[src/rtl/pulse_sched_pkg.sv]
// Shared definitions for the pulse scheduler: the channel FSM state
// encoding and the default counter width.
// Optional feature macro: PULSE_SCHED_PHASE_EN (adds a per-channel start phase).
package pulse_sched_pkg;

   // Default width of the per-channel cycle counters.
   localparam int CW_DEFAULT = 8;

   // Channel FSM states. PHASE is only reachable when the phase feature is built in.
   typedef enum logic [1:0] {
      IDLE  = 2'd0,
      HIGH  = 2'd1,
      LOW   = 2'd2,
      PHASE = 2'd3
   } pulse_state_t;

endpackage

[src/rtl/pulse_channel.sv]
// One pulse channel: configuration registers plus the IDLE/HIGH/LOW(/PHASE)
// FSM that produces a registered pulse train and a completion strobe.
// Optional feature macro: PULSE_SCHED_PHASE_EN (adds cfg_phase and the PHASE state).
//
// Handshake: the top level only raises wr_en when the channel is idle, so
// the configuration registers never change while a run is in progress and
// a start samples whatever values are held at that edge.
module pulse_channel
   import pulse_sched_pkg::*;
#(
   parameter int CW = CW_DEFAULT
) (
   input  logic          clock,
   input  logic          reset,
   input  logic          wr_en,
   input  logic [CW-1:0] cfg_high,
   input  logic [CW-1:0] cfg_low,
   input  logic [CW-1:0] cfg_count,
`ifdef PULSE_SCHED_PHASE_EN
   input  logic [CW-1:0] cfg_phase,
`endif
   input  logic          start,
   input  logic          stop,
   output logic          signal,
   output logic          done,
   output pulse_state_t  state
);

   localparam logic [CW-1:0] ONE = {{(CW-1){1'b0}}, 1'b1};

   logic [CW-1:0] high_len;
   logic [CW-1:0] low_len;
   logic [CW-1:0] count_len;
`ifdef PULSE_SCHED_PHASE_EN
   logic [CW-1:0] phase_len;
`endif

   // Phase counter counts down to 1; remain holds pulses still to emit (0 = continuous).
   logic [CW-1:0] phase_cnt;
   logic [CW-1:0] remain;

   // Zero-length phases behave as one cycle.
   logic [CW-1:0] high_ld;
   logic [CW-1:0] low_ld;
   assign high_ld = (high_len == '0) ? ONE : high_len;
   assign low_ld  = (low_len  == '0) ? ONE : low_len;

   // Configuration registers, written only through the accepted handshake.
   always_ff @(posedge clock or posedge reset) begin
      if (reset) begin
         high_len  <= '0;
         low_len   <= '0;
         count_len <= '0;
`ifdef PULSE_SCHED_PHASE_EN
         phase_len <= '0;
`endif
      end else if (wr_en) begin
         high_len  <= cfg_high;
         low_len   <= cfg_low;
         count_len <= cfg_count;
`ifdef PULSE_SCHED_PHASE_EN
         phase_len <= cfg_phase;
`endif
      end
   end

   // Channel FSM with registered signal and done; stop overrides everything.
   always_ff @(posedge clock or posedge reset) begin
      if (reset) begin
         state     <= IDLE;
         signal    <= 1'b0;
         done      <= 1'b0;
         phase_cnt <= '0;
         remain    <= '0;
      end else begin
         done <= 1'b0;
         if (stop) begin
            state  <= IDLE;
            signal <= 1'b0;
         end else begin
            case (state)
               IDLE: begin
                  if (start) begin
                     remain <= count_len;
`ifdef PULSE_SCHED_PHASE_EN
                     if (phase_len != '0) begin
                        state     <= PHASE;
                        phase_cnt <= phase_len;
                        signal    <= 1'b0;
                     end else begin
                        state     <= HIGH;
                        phase_cnt <= high_ld;
                        signal    <= 1'b1;
                     end
`else
                     state     <= HIGH;
                     phase_cnt <= high_ld;
                     signal    <= 1'b1;
`endif
                  end
               end
`ifdef PULSE_SCHED_PHASE_EN
               PHASE: begin
                  if (phase_cnt == ONE) begin
                     state     <= HIGH;
                     phase_cnt <= high_ld;
                     signal    <= 1'b1;
                  end else begin
                     phase_cnt <= phase_cnt - ONE;
                  end
               end
`endif
               HIGH: begin
                  if (phase_cnt == ONE) begin
                     state     <= LOW;
                     phase_cnt <= low_ld;
                     signal    <= 1'b0;
                  end else begin
                     phase_cnt <= phase_cnt - ONE;
                  end
               end
               LOW: begin
                  if (phase_cnt == ONE) begin
                     if (remain == ONE) begin
                        state  <= IDLE;
                        signal <= 1'b0;
                        done   <= 1'b1;
                        remain <= '0;
                     end else begin
                        // remain == 0 means continuous: keep it at 0.
                        if (remain != '0) begin
                           remain <= remain - ONE;
                        end
                        state     <= HIGH;
                        phase_cnt <= high_ld;
                        signal    <= 1'b1;
                     end
                  end else begin
                     phase_cnt <= phase_cnt - ONE;
                  end
               end
               default: begin
                  state  <= IDLE;
                  signal <= 1'b0;
               end
            endcase
         end
      end
   end

endmodule

[src/rtl/pulse_scheduler.sv]
// Multi-channel pulse scheduler: decodes configuration writes onto NCH
// independent pulse_channel instances and muxes cfg_ready for the addressed
// channel.
// Optional feature macro: PULSE_SCHED_PHASE_EN (adds cfg_phase / start phase).
//
// Handshake: a configuration write completes on a rising edge where
// cfg_valid && cfg_ready; cfg_ready is low while the addressed channel is
// busy, and such offers are dropped with no effect.
module pulse_scheduler
   import pulse_sched_pkg::*;
#(
   parameter int NCH = 4,
   parameter int CW  = CW_DEFAULT
) (
   input  logic                   clock,
   input  logic                   reset,
   input  logic                   cfg_valid,
   output logic                   cfg_ready,
   input  logic [$clog2(NCH)-1:0] cfg_ch,
   input  logic [CW-1:0]          cfg_high,
   input  logic [CW-1:0]          cfg_low,
   input  logic [CW-1:0]          cfg_count,
`ifdef PULSE_SCHED_PHASE_EN
   input  logic [CW-1:0]          cfg_phase,
`endif
   input  logic [NCH-1:0]         start,
   input  logic [NCH-1:0]         stop,
   output logic [NCH-1:0]         signal,
   output logic [NCH-1:0]         busy,
   output logic [NCH-1:0]         done
);

   localparam int CHW = $clog2(NCH);

   pulse_state_t   ch_state [NCH];
   logic [NCH-1:0] wr_en;

   // cfg_ready reflects the addressed channel; out-of-range indices are never ready.
   always_comb begin
      cfg_ready = 1'b0;
      for (int i = 0; i < NCH; i++) begin
         if (cfg_ch == CHW'(i)) begin
            cfg_ready = !busy[i];
         end
      end
   end

   for (genvar g = 0; g < NCH; g++) begin : g_ch
      assign wr_en[g] = cfg_valid && cfg_ready && (cfg_ch == CHW'(g));
      assign busy[g]  = (ch_state[g] != IDLE);

      pulse_channel #(
         .CW (CW)
      ) u_ch (
         .clock     (clock),
         .reset     (reset),
         .wr_en     (wr_en[g]),
         .cfg_high  (cfg_high),
         .cfg_low   (cfg_low),
         .cfg_count (cfg_count),
`ifdef PULSE_SCHED_PHASE_EN
         .cfg_phase (cfg_phase),
`endif
         .start     (start[g]),
         .stop      (stop[g]),
         .signal    (signal[g]),
         .done      (done[g]),
         .state     (ch_state[g])
      );
   end

endmodule

[config.mk]
export PLATFORM = sky130hd
export DESIGN_NAME = pulse_scheduler
export DESIGN_NICKNAME = d
export VERILOG_FILES = /design/src/rtl/pulse_sched_pkg.sv /design/src/rtl/pulse_channel.sv /design/src/rtl/pulse_scheduler.sv
export SDC_FILE = /design/constraint.sdc
export NUM_CORES = 1
export LEC_CHECK = 0
export BUFFER_PORTS_ARGS = -buffer_cell sky130_fd_sc_hd__clkbuf_2
export CAP_MARGIN = 20
export CORE_UTILIZATION = 30
export DETAILED_ROUTE_END_ITERATION = 12
export SKIP_LAST_GASP = 1
export SLEW_MARGIN = 20
export SYNTH_ARGS = -nofsm -noshare
export SYNTH_HDL_FRONTEND = slang
export SYNTH_SLANG_ARGS = --single-unit
[constraint.sdc]
create_clock -name clock -period 7.39 [get_ports clock]
set_input_delay 1.1085 -clock clock [delete_from_list [all_inputs] [get_ports clock]]
set_output_delay 1.1085 -clock clock [all_outputs]
set_load 0.02 [all_outputs]
[Yosys cells after proc, flatten, opt, wreduce, memory -nomap -nowiden]
Cells that the tools add are included.
Word-level totals
  flip-flop bits (word level): 176
  input bits: 37
  output and inout port bits: 13
  word-level logic and storage cells: 257
Cells by class
  add/sub/neg operators: 8
  equal/unequal tests: 47
  mux-type cells: 116
  bitwise logic cells: 4
  reduce and logical (&&, ||, !) cells: 50
Operators with widths (number)
  $mux W8: 40
  $pmux W8 S3: 4
  $eq A8 B1 Y1 const B: 8
  $logic_not A8 Y1: 8
  $pmux W8 S2: 4
  $sub A8 B1 Y8 const B: 8
  $mux W1: 44
  $mux W2: 16
  $reduce_bool A8 Y1: 4
  $ne A3 B2 Y1 const B: 8
  $ne A3 B3 Y1 const B: 8
  $pmux W2 S3: 4
  $reduce_and A5 Y1: 4
  $reduce_and A4 Y1: 4
  $reduce_bool A2 Y1: 8
  $eq A2 B2 Y1 const B: 6
  $ne A3 B1 Y1 const B: 4
  $pmux W1 S3: 4
  $reduce_and A3 Y1: 4
  $reduce_bool A3 Y1: 4
  $eq A2 B1 Y1 const B: 5
  $logic_not A2 Y1: 5
  $ne A2 B1 Y1 const B: 4
  $ne A2 B2 Y1 const B: 4
  3 further kinds: 13

[Logic depth before layout (Yosys ltp)]
Gate-level depths: netlist of run 1.
  depth after elaboration: 8
  mapped depth: 9

[Cells and area by module]
A second synthesis of run 1 with hierarchy kept.
Second synthesis, totals
  cells, all modules: 991
  area, all modules: 10053.4 sq um
By module, submodules not included
  pulse_channel at g_ch[2].u_ch: instances 1, cells each 250, area an instance 2527.4 sq um
  pulse_channel at g_ch[1].u_ch: instances 1, cells each 237, area an instance 2512.4 sq um
  pulse_channel at g_ch[3].u_ch: instances 1, cells each 247, area an instance 2501.1 sq um
  pulse_channel at g_ch[0].u_ch: instances 1, cells each 241, area an instance 2422.3 sq um
  pulse_scheduler: instances 1, cells each 16, area an instance 90.1 sq um

[Worst setup path before layout of run 1]
Ideal clock, no wire load.
  path kind: input to output
  start: input port cfg_ch[1]
  end: output port cfg_ready
  arrival: 1.655 ns
  required time: 6.281 ns
  slack: 4.627 ns
  cell stages on the path: 1
  path buffers: 0
  cell sequence: mux4_2
On the way
  word-level cells in the longest chain between the ends: 5
Ends and longest elaborated chain
  start: declaration: line pulse_scheduler.sv:19  | input logic [$clog2(NCH)-1:0] cfg_ch,
  $logic_not A2 Y1: line pulse_scheduler.sv:42  | if (cfg_ch == CHW'(i)) begin
  $mux W1 (3 in a row): line pulse_scheduler.sv:42
  $mux W1 (*): line pulse_scheduler.sv:42
  end: declaration: line pulse_scheduler.sv:18  | output logic cfg_ready,
Mark *: on every way between the ends. The rest lies on a longest branch, timed or not.

[Worst setup path after layout of run 1]
  start: register g_ch[1].u_ch.state[0]
  end: output port cfg_ready
On the way
  word-level cells in the longest chain between the ends: 5
Ends and longest elaborated chain
  start: declaration: line pulse_channel.sv:26  | output pulse_state_t state
  start signal: assignment: line pulse_channel.sv:70  | state <= IDLE;
  start signal: assignment: line pulse_channel.sv:78  | state <= IDLE;
  start signal: assignment: line pulse_channel.sv:96  | state <= HIGH;
  $reduce_bool A2 Y1: line pulse_scheduler.sv:50  | assign busy[g] = (ch_state[g] != IDLE);
  $logic_not A1 Y1: line pulse_scheduler.sv:43  | cfg_ready = !busy[i];
  $mux W1 (3 in a row): line pulse_scheduler.sv:42
No other way between the ends.

==> results by group, run 1 <==
Critical path
  – Startpoint types: flip-flop
  – Crit Path Class: flip-flop to primary output
  – CP Launch Point: g_ch[1].u_ch.state[0]
  – Crit-path max FO: 5
  – Arrival @ worst endpoint: 1.96 ns
  – Worst EP required: approximately 6.3 ns
  – CP endpoint kind: primary output
  – FF-to-FF Start: g_ch[2].u_ch.state[0]

Synthesis
  – Synth Area in Simple Gates: between 10 and 15%
  – Area share of the leading cell type in the synthesized netlist: 44.2%
  – Mapped Nets: about 1000
  – Post-synth EDFFs: 0
  – Largest family of logic cells by synthesized area: compound AO/OA/AOI/OAI gates
  – Syn Inst Count: 960
  – Post-Synth XOR/XNOR Area: 1.14%
  – Most used DFF post-synth: dfrtp_1
  – Synth area leader: dfrtp_1
  – Synth unique cells: 86
  – Post-synthesis mux area share: 11.3%
  – Complex-gate fraction of the synthesized area: 19.4%
  – Top post-synthesis cells by area: dfrtp_1, mux2_2, ha_1
  – Adder-Cell Fraction of Synth Area: 4.52%
  – Post-synthesis cell area: around 10000 um2
  – Syn Area/Cell: roughly 10 um2
  – Synth Warn #: 0
  – Sequential area share after synthesis: between 40 and 50%
  – FFs w/ async S/R, synth: 100%
  – #FFs+latches synth: 176

Routing
  – Post-route ant nets: 0
  – Drt wl/cell: 16.9 um
  – Final WL: 24400 um
  – Drt first pass iters: 5
  – Vias: 7544
  – Vias per cell: 5.23
  – Initial DRC Count: 449
  – DR DRC count: 0

Timing
  – Max-slew headroom: 36.9%
  – Worst Clk Skew: roughly 0.013 ns
  – Max-slew violations: 0
  – RSZ-0062 raised after global routing: false
  – Post-route minimum period: ~3.1 ns
  – Fin. Hold Viols: 0
  – Actual slew at the worst max-slew pin: 0.947 ns
  – Setup_tns: 0 ns
  – Finish-stage setup viols: 0
  – Fmax: 325 MHz
  – Period utilisation layout: 41.6%

Pwr
  – Power Density: 410 nW/um2
  – P_leak: 0.00463 uW
  – VDD IR-drop max: approximately 0.00019 V

Die
  – Die Footprint: 33900 um2
  – Die width: 184 um
  – Core area: roughly 33000 um2
  – Rows: 66
  – Ports: 50
  – Die height: between 150 and 200 um
  – Initial Util: 30.5%

Final layout
  – FF+latch area: 4400 um2
  – # diodes: 0
  – Share of layout cells above drive strength 1: 21.8%
  – Most frequent cells in the layout: dfrtp_1, mux2_2, inv_1, nand2_1, o21ai_0
  – Commonest non-fill, non-tap cell in the layout: dfrtp_1
  – Cell area after layout: between 10000 and 15000 um2
  – Multi-input gate area: 5020 um2
  – Fillers: 3291
  – Area grow syn2layout: 11.7%
  – Nets: 1060

CTS
  – Clock root buffer master: clkbuf_16
  – Worst-Skew Late Latency: ~0.44 ns
  – CTS tree: built
  – H-tree depth: 4
  – Post-CTS setup buffer count: 0
  – CTS Sinks: 176
  – Number of buffers created by CTS: 17
  – CTS Hold Bufs: 0
  – Max clock buf depth: 2
  – Post-CTS Resized: 0
  – Clock Pin Slew Worst Setup and Hold Paths: 0.07 ns

GRT
  – Gr usage total: 15.0%
  – Number of global-route vias before repair: 7195
  – GR Overflow Total: 0
  – Largest net degree at the start of global routing: between 100 and 150
  – Antenna violations before repair: 0
  – First-pass GRT wire length: 39400 um

Placed design
  – Placed Area: between 10000 and 15000 um2
  – Port Buffer Count: 49
  – DPL Wire Length: between 15000 and 20000 um
  – GPL Wtd Cong: 0.871

Run status
  – Status: complete, no violations

Hold path
  – Hold_sp: g_ch[3].u_ch.count_len[4]
  – Hold Crit Class: flip-flop to flip-flop

Job
  – Max Cap Viol: 0
-- layer usage --
layer  global-route usage, %  wire length [um]  up-vias  part of all wire (%)
met5                       0                 0        -                     0
met4                    5.33               559        0                   2.3
met3                    2.77               969       35                   4.0
met2                    24.6             11700      185                    48
met1                    19.6             11200     3700                    46
li1                        -                 -     3624                     -
-- synthesized netlist by cell type, drive strengths merged, types with 7 or more instances --
cell / number
or3b: 9
o21ai: 78
buf: 25
mux2: 93
nand2b: 12
nand2: 65
a221oi: 7
xnor2: 10
dfrtp: 176
inv: 67
clkbuf: 22
nor3b: 7
nand3: 24
o31ai: 16
o2bb2ai: 8
or4: 13
a31oi: 9
nor2: 42
nor2b: 8
a22oi: 16
nor3: 26
a22o: 19
o22ai: 24
a21oi: 34
ha: 36
nor4: 20
-- area by class of cell --
type / count / area share [%]
well taps: 442 / 4.97
repair buffers: 55 / 2.61
flip-flops and latches: 176 / 39.6
clock inverters: 14 / 1.35
clock buffers: 18 / 3.95
multi-input cells: 670 / 45.2
inverters: 67 / 2.31
-- critical path, stage by stage (launching register included) --
cell	delay [ns]
dfrtp_1	0.43
inv_1	0.08
ha_1	0.35
mux4_2	0.50
clkbuf_2	0.17
-- final timing paths --
path	to	slack, ns	cells past startpoint
worst max-delay path	cfg_ready	4.32	4
worst max register to register	g_ch[2].u_ch.remain[6]	4.62	6
worst min-delay path	g_ch[3].u_ch.remain[4]	0.49	2
min in group asynchronous	g_ch[3].u_ch.remain[6]	0.86	2
max in group asynchronous	g_ch[0].u_ch.high_len[3]	5.01	3
worst min register to register	g_ch[3].u_ch.remain[4]	0.49	2
-- through the flow --
step	std cells	hold WS [ns]	util, %	setup WS (ns)	total power, uW
after floorplan	960	0.443	-	1.51	3200
after global placement	1410	0.483	32.3	4.36	3600
after detailed placement	1410	0.484	32.3	4.37	3640
after CTS	1442	0.504	34.1	4.26	4570
after global routing	1442	0.528	34.1	4.21	4890
final	1442	0.492	34.1	4.32	4550
-- where the power goes --
part | switching [uW] | internal, uW | total [uW]
Clock | 441 | 464 | 905
Sequential | 428 | 1390 | 1820
Combinational | 1000 | 824 | 1830
-- cell families (layout without fill, tap and decap cells) --
logic type / after synthesis / in the layout
flops: 176 / 176
fa+ha+maj: 36 / 36
compound gates: 270 / 270
xor+xnor: 13 / 13
simple gates: 251 / 251
buf+inv: 114 / 154
mux: 100 / 100
-- flip-flops by register name (all words and copies together), names as in the netlist --
signal and count:
g_ch.u_ch.signal 4, g_ch.u_ch.high_len 32, g_ch.u_ch.state 8, g_ch.u_ch.done 4, g_ch.u_ch.phase_cnt 32, g_ch.u_ch.remain 32, g_ch.u_ch.low_len 32, g_ch.u_ch.count_len 32
Note: power is estimated with default switching activity, not from simulation.
==> inputs of run 2 (changes only) <==
Clock period 7.39 ns to 2.5 ns, I/O delays scaled along.
==> run 2 against run 1 <==
The flow now finishes with violations (hold timing). Wire length grew 4.0%. Clock power grew to 2.9 times the previous value. Sequential cell count is the same. Die area is the same. Worst hold slack lost 0.50 ns. Global-route usage grew 0.72 points. Sequential power grew to 3.0 times the previous value. Utilization grew 0.83 points. Non-clock buffer count grew 32. Clock skew shrank 0.0027 ns. Cell count grew 2.2%. Largest power group unchanged. Highest routed layer unchanged.
==> results by group, run 2 (synthesis results as in run 1) <==
Routing
  – Post-route ant nets: 0
  – Vias per cell: between 5 and 6
  – DR DRC count: 0
  – Vias: about 7600
  – Drt wl/cell: 17.2 um
  – Drt first pass iters: 7
  – Initial DRC Count: ~500
  – Final WL: 25400 um

Die
  – Rows: 66
  – Die width: 184 um
  – Die Footprint: 33900 um2
  – Initial Util: 30.5%
  – Ports: 50
  – Core area: 32600 um2
  – Die height: 184 um

Critical path
  – Slowest-stage cell, CP: mux4_2
  – Crit-path max FO: 5
  – CP cell instances: inv_1 > ha_1 > buf_4 > mux4_2 > clkbuf_2
  – Arrival @ worst endpoint: about 2.0 ns
  – CP endpoint kind: primary output
  – Worst path max stage delay: 0.49 ns
  – Startpoint types: flip-flop
  – RR Endpoint: g_ch[3].u_ch.remain[1]
  – Worst EP required: roughly 2.1 ns
  – FF-to-FF Start: g_ch[3].u_ch.remain[0]
  – Crit Path Class: flip-flop to primary output
  – Reg2Reg Setup Slack: 0.15 ns
  – R2R cell count: 7

Final layout
  – Final Non-Filler Cells: 1474
  – Share of layout cells above drive strength 1: 24.1%
  – Area grow syn2layout: 14.4%
  – Final Util: between 30% and 40%
  – Nets: 1092
  – Cell area after layout: 11400 um2
  – FF+latch area: 4400 um2
  – Multi-input gate area: between 5000 and 6000 um2
  – Commonest non-fill, non-tap cell in the layout: dfrtp_1
  – Fillers: around 3300
  – # diodes: 0
  – Most frequent cells in the layout: dfrtp_1, mux2_2, inv_1, nand2_1, o21ai_0

Pwr
  – Overall Power: 13600 uW
  – Pint: 8130 uW
  – Gate power share: approximately two fifths
  – Flop pwr share: around two fifths
  – VDD IR-drop max: 0.000547 V
  – Clock power frac: 19.3%
  – Net Sw Frac: between 40% and 50%
  – Switch Pwr: approximately 5500 uW
  – Power Density: about 1200 nW/um2
  – P_leak: 0.00478 uW

GRT
  – First-pass GRT wire length: 41500 um
  – Antenna violations before repair: 0
  – Gr usage total: 15.7%
  – GR Overflow Total: 0
  – Largest net degree at the start of global routing: 51
  – Number of global-route vias before repair: 7494

Placed design
  – DPL Wire Length: around 19000 um
  – Port Buffer Count: 49
  – GPL Wtd Cong: between 0.8 and 0.9
  – Placed Area: 10800 um2
  – Dpl cells: ~1400

Run status
  – Status: complete, but fails checks
  – Failing checks: hold timing

CTS
  – Worst-Skew Late Latency: roughly 0.44 ns
  – Clock root buffer master: clkbuf_16
  – CTS tree: built
  – Max clock buf depth: 2
  – Post-CTS setup buffer count: 0
  – Number of buffers created by CTS: 17
  – Post-CTS Resized: 0
  – CTS Sinks: 176
  – Clock Pin Slew Worst Setup and Hold Paths: 0.07 ns
  – CTS Hold Bufs: 0
  – H-tree depth: 4

Timing
  – Max-slew headroom: 52.5%
  – Hold Slack: -0.00382 ns
  – Fin. Hold Viols: 3
  – Max-slew violations: 0
  – Finish-stage setup viols: 0
  – Fmax: around 420 MHz
  – Period utilisation layout: 95.4%
  – Worst Clk Skew: about 0.011 ns
  – RSZ-0062 raised after global routing: false
  – Actual slew at the worst max-slew pin: 0.707 ns
  – Post-route minimum period: ~2.4 ns

Job
  – Max Cap Viol: 0

Hold path
  – Hold Crit Class: primary input to async pin
[run 2: per-stage QoR]
| step | TNS [ns] | setup WS [ns] |
|---|---|---|
| after global placement | 0 | 0.209 |
| final | 0 | 0.116 |
| after floorplan | -22.46 | -0.128 |
| after CTS | 0 | 0.0784 |
| after detailed placement | 0 | 0.174 |
| after global routing | 0 | 0.00321 |
[run 2: worst max-delay path: cells and delay by family, from the launching register on]
| kind | cells | cell delay, ns |
|---|---|---|
| fa+ha+maj | 1 | 0.22 |
| flops | 1 | 0.43 |
| buf+inv | 3 | 0.44 |
| mux | 1 | 0.49 |
[run 2: how the worst max path moves through the flow]
stage / from / to / slack [ns] / cells after the start
after floorplan: reset / g_ch[0].u_ch.count_len[0] / -0.13 / 1
after global placement: g_ch[2].u_ch.state[0] / g_ch[2].u_ch.remain[3] / 0.21 / 8
after detailed placement: g_ch[3].u_ch.remain[0] / g_ch[3].u_ch.remain[0] / 0.17 / 7
after CTS: g_ch[1].u_ch.state[0] / cfg_ready / 0.08 / 5
after global routing: g_ch[1].u_ch.remain[1] / g_ch[1].u_ch.remain[6] / 0.003 / 8
final: g_ch[1].u_ch.state[0] / cfg_ready / 0.12 / 5
[run 2: power groups by stage]
stage / sequential (uW) / combinational [uW] / clock [uW]
2_1_floorplan: 4960 / 4510 / 0
3_3_place_gp: 5370 / 5530 / 0
5_1_grt: 5590 / 6240 / 2810
6_report: 5390 / 5610 / 2630
3_5_place_dp: 5400 / 5600 / 0
4_1_cts: 5370 / 5620 / 2700
[run 2: final cells by class]
type                       instances  share of cell area, %
multi-input combinational        670                   44.1
sequential                       176                   38.7
timing repair buffer              87                   5.10
tap                              442                   4.86
clock buffer                      19                   3.89
inverter                          67                   2.24
clock inverter                    13                   1.13
[run 2: layer usage]
layer  GRT usage (%)  part of all wire (%)  vias up
li1                -                     -     3675
met1            19.9                    44     3781
met2            26.6                    50      160
met3            2.53                   3.9       30
met4            6.20                   2.1        0
met5               0                     0        -
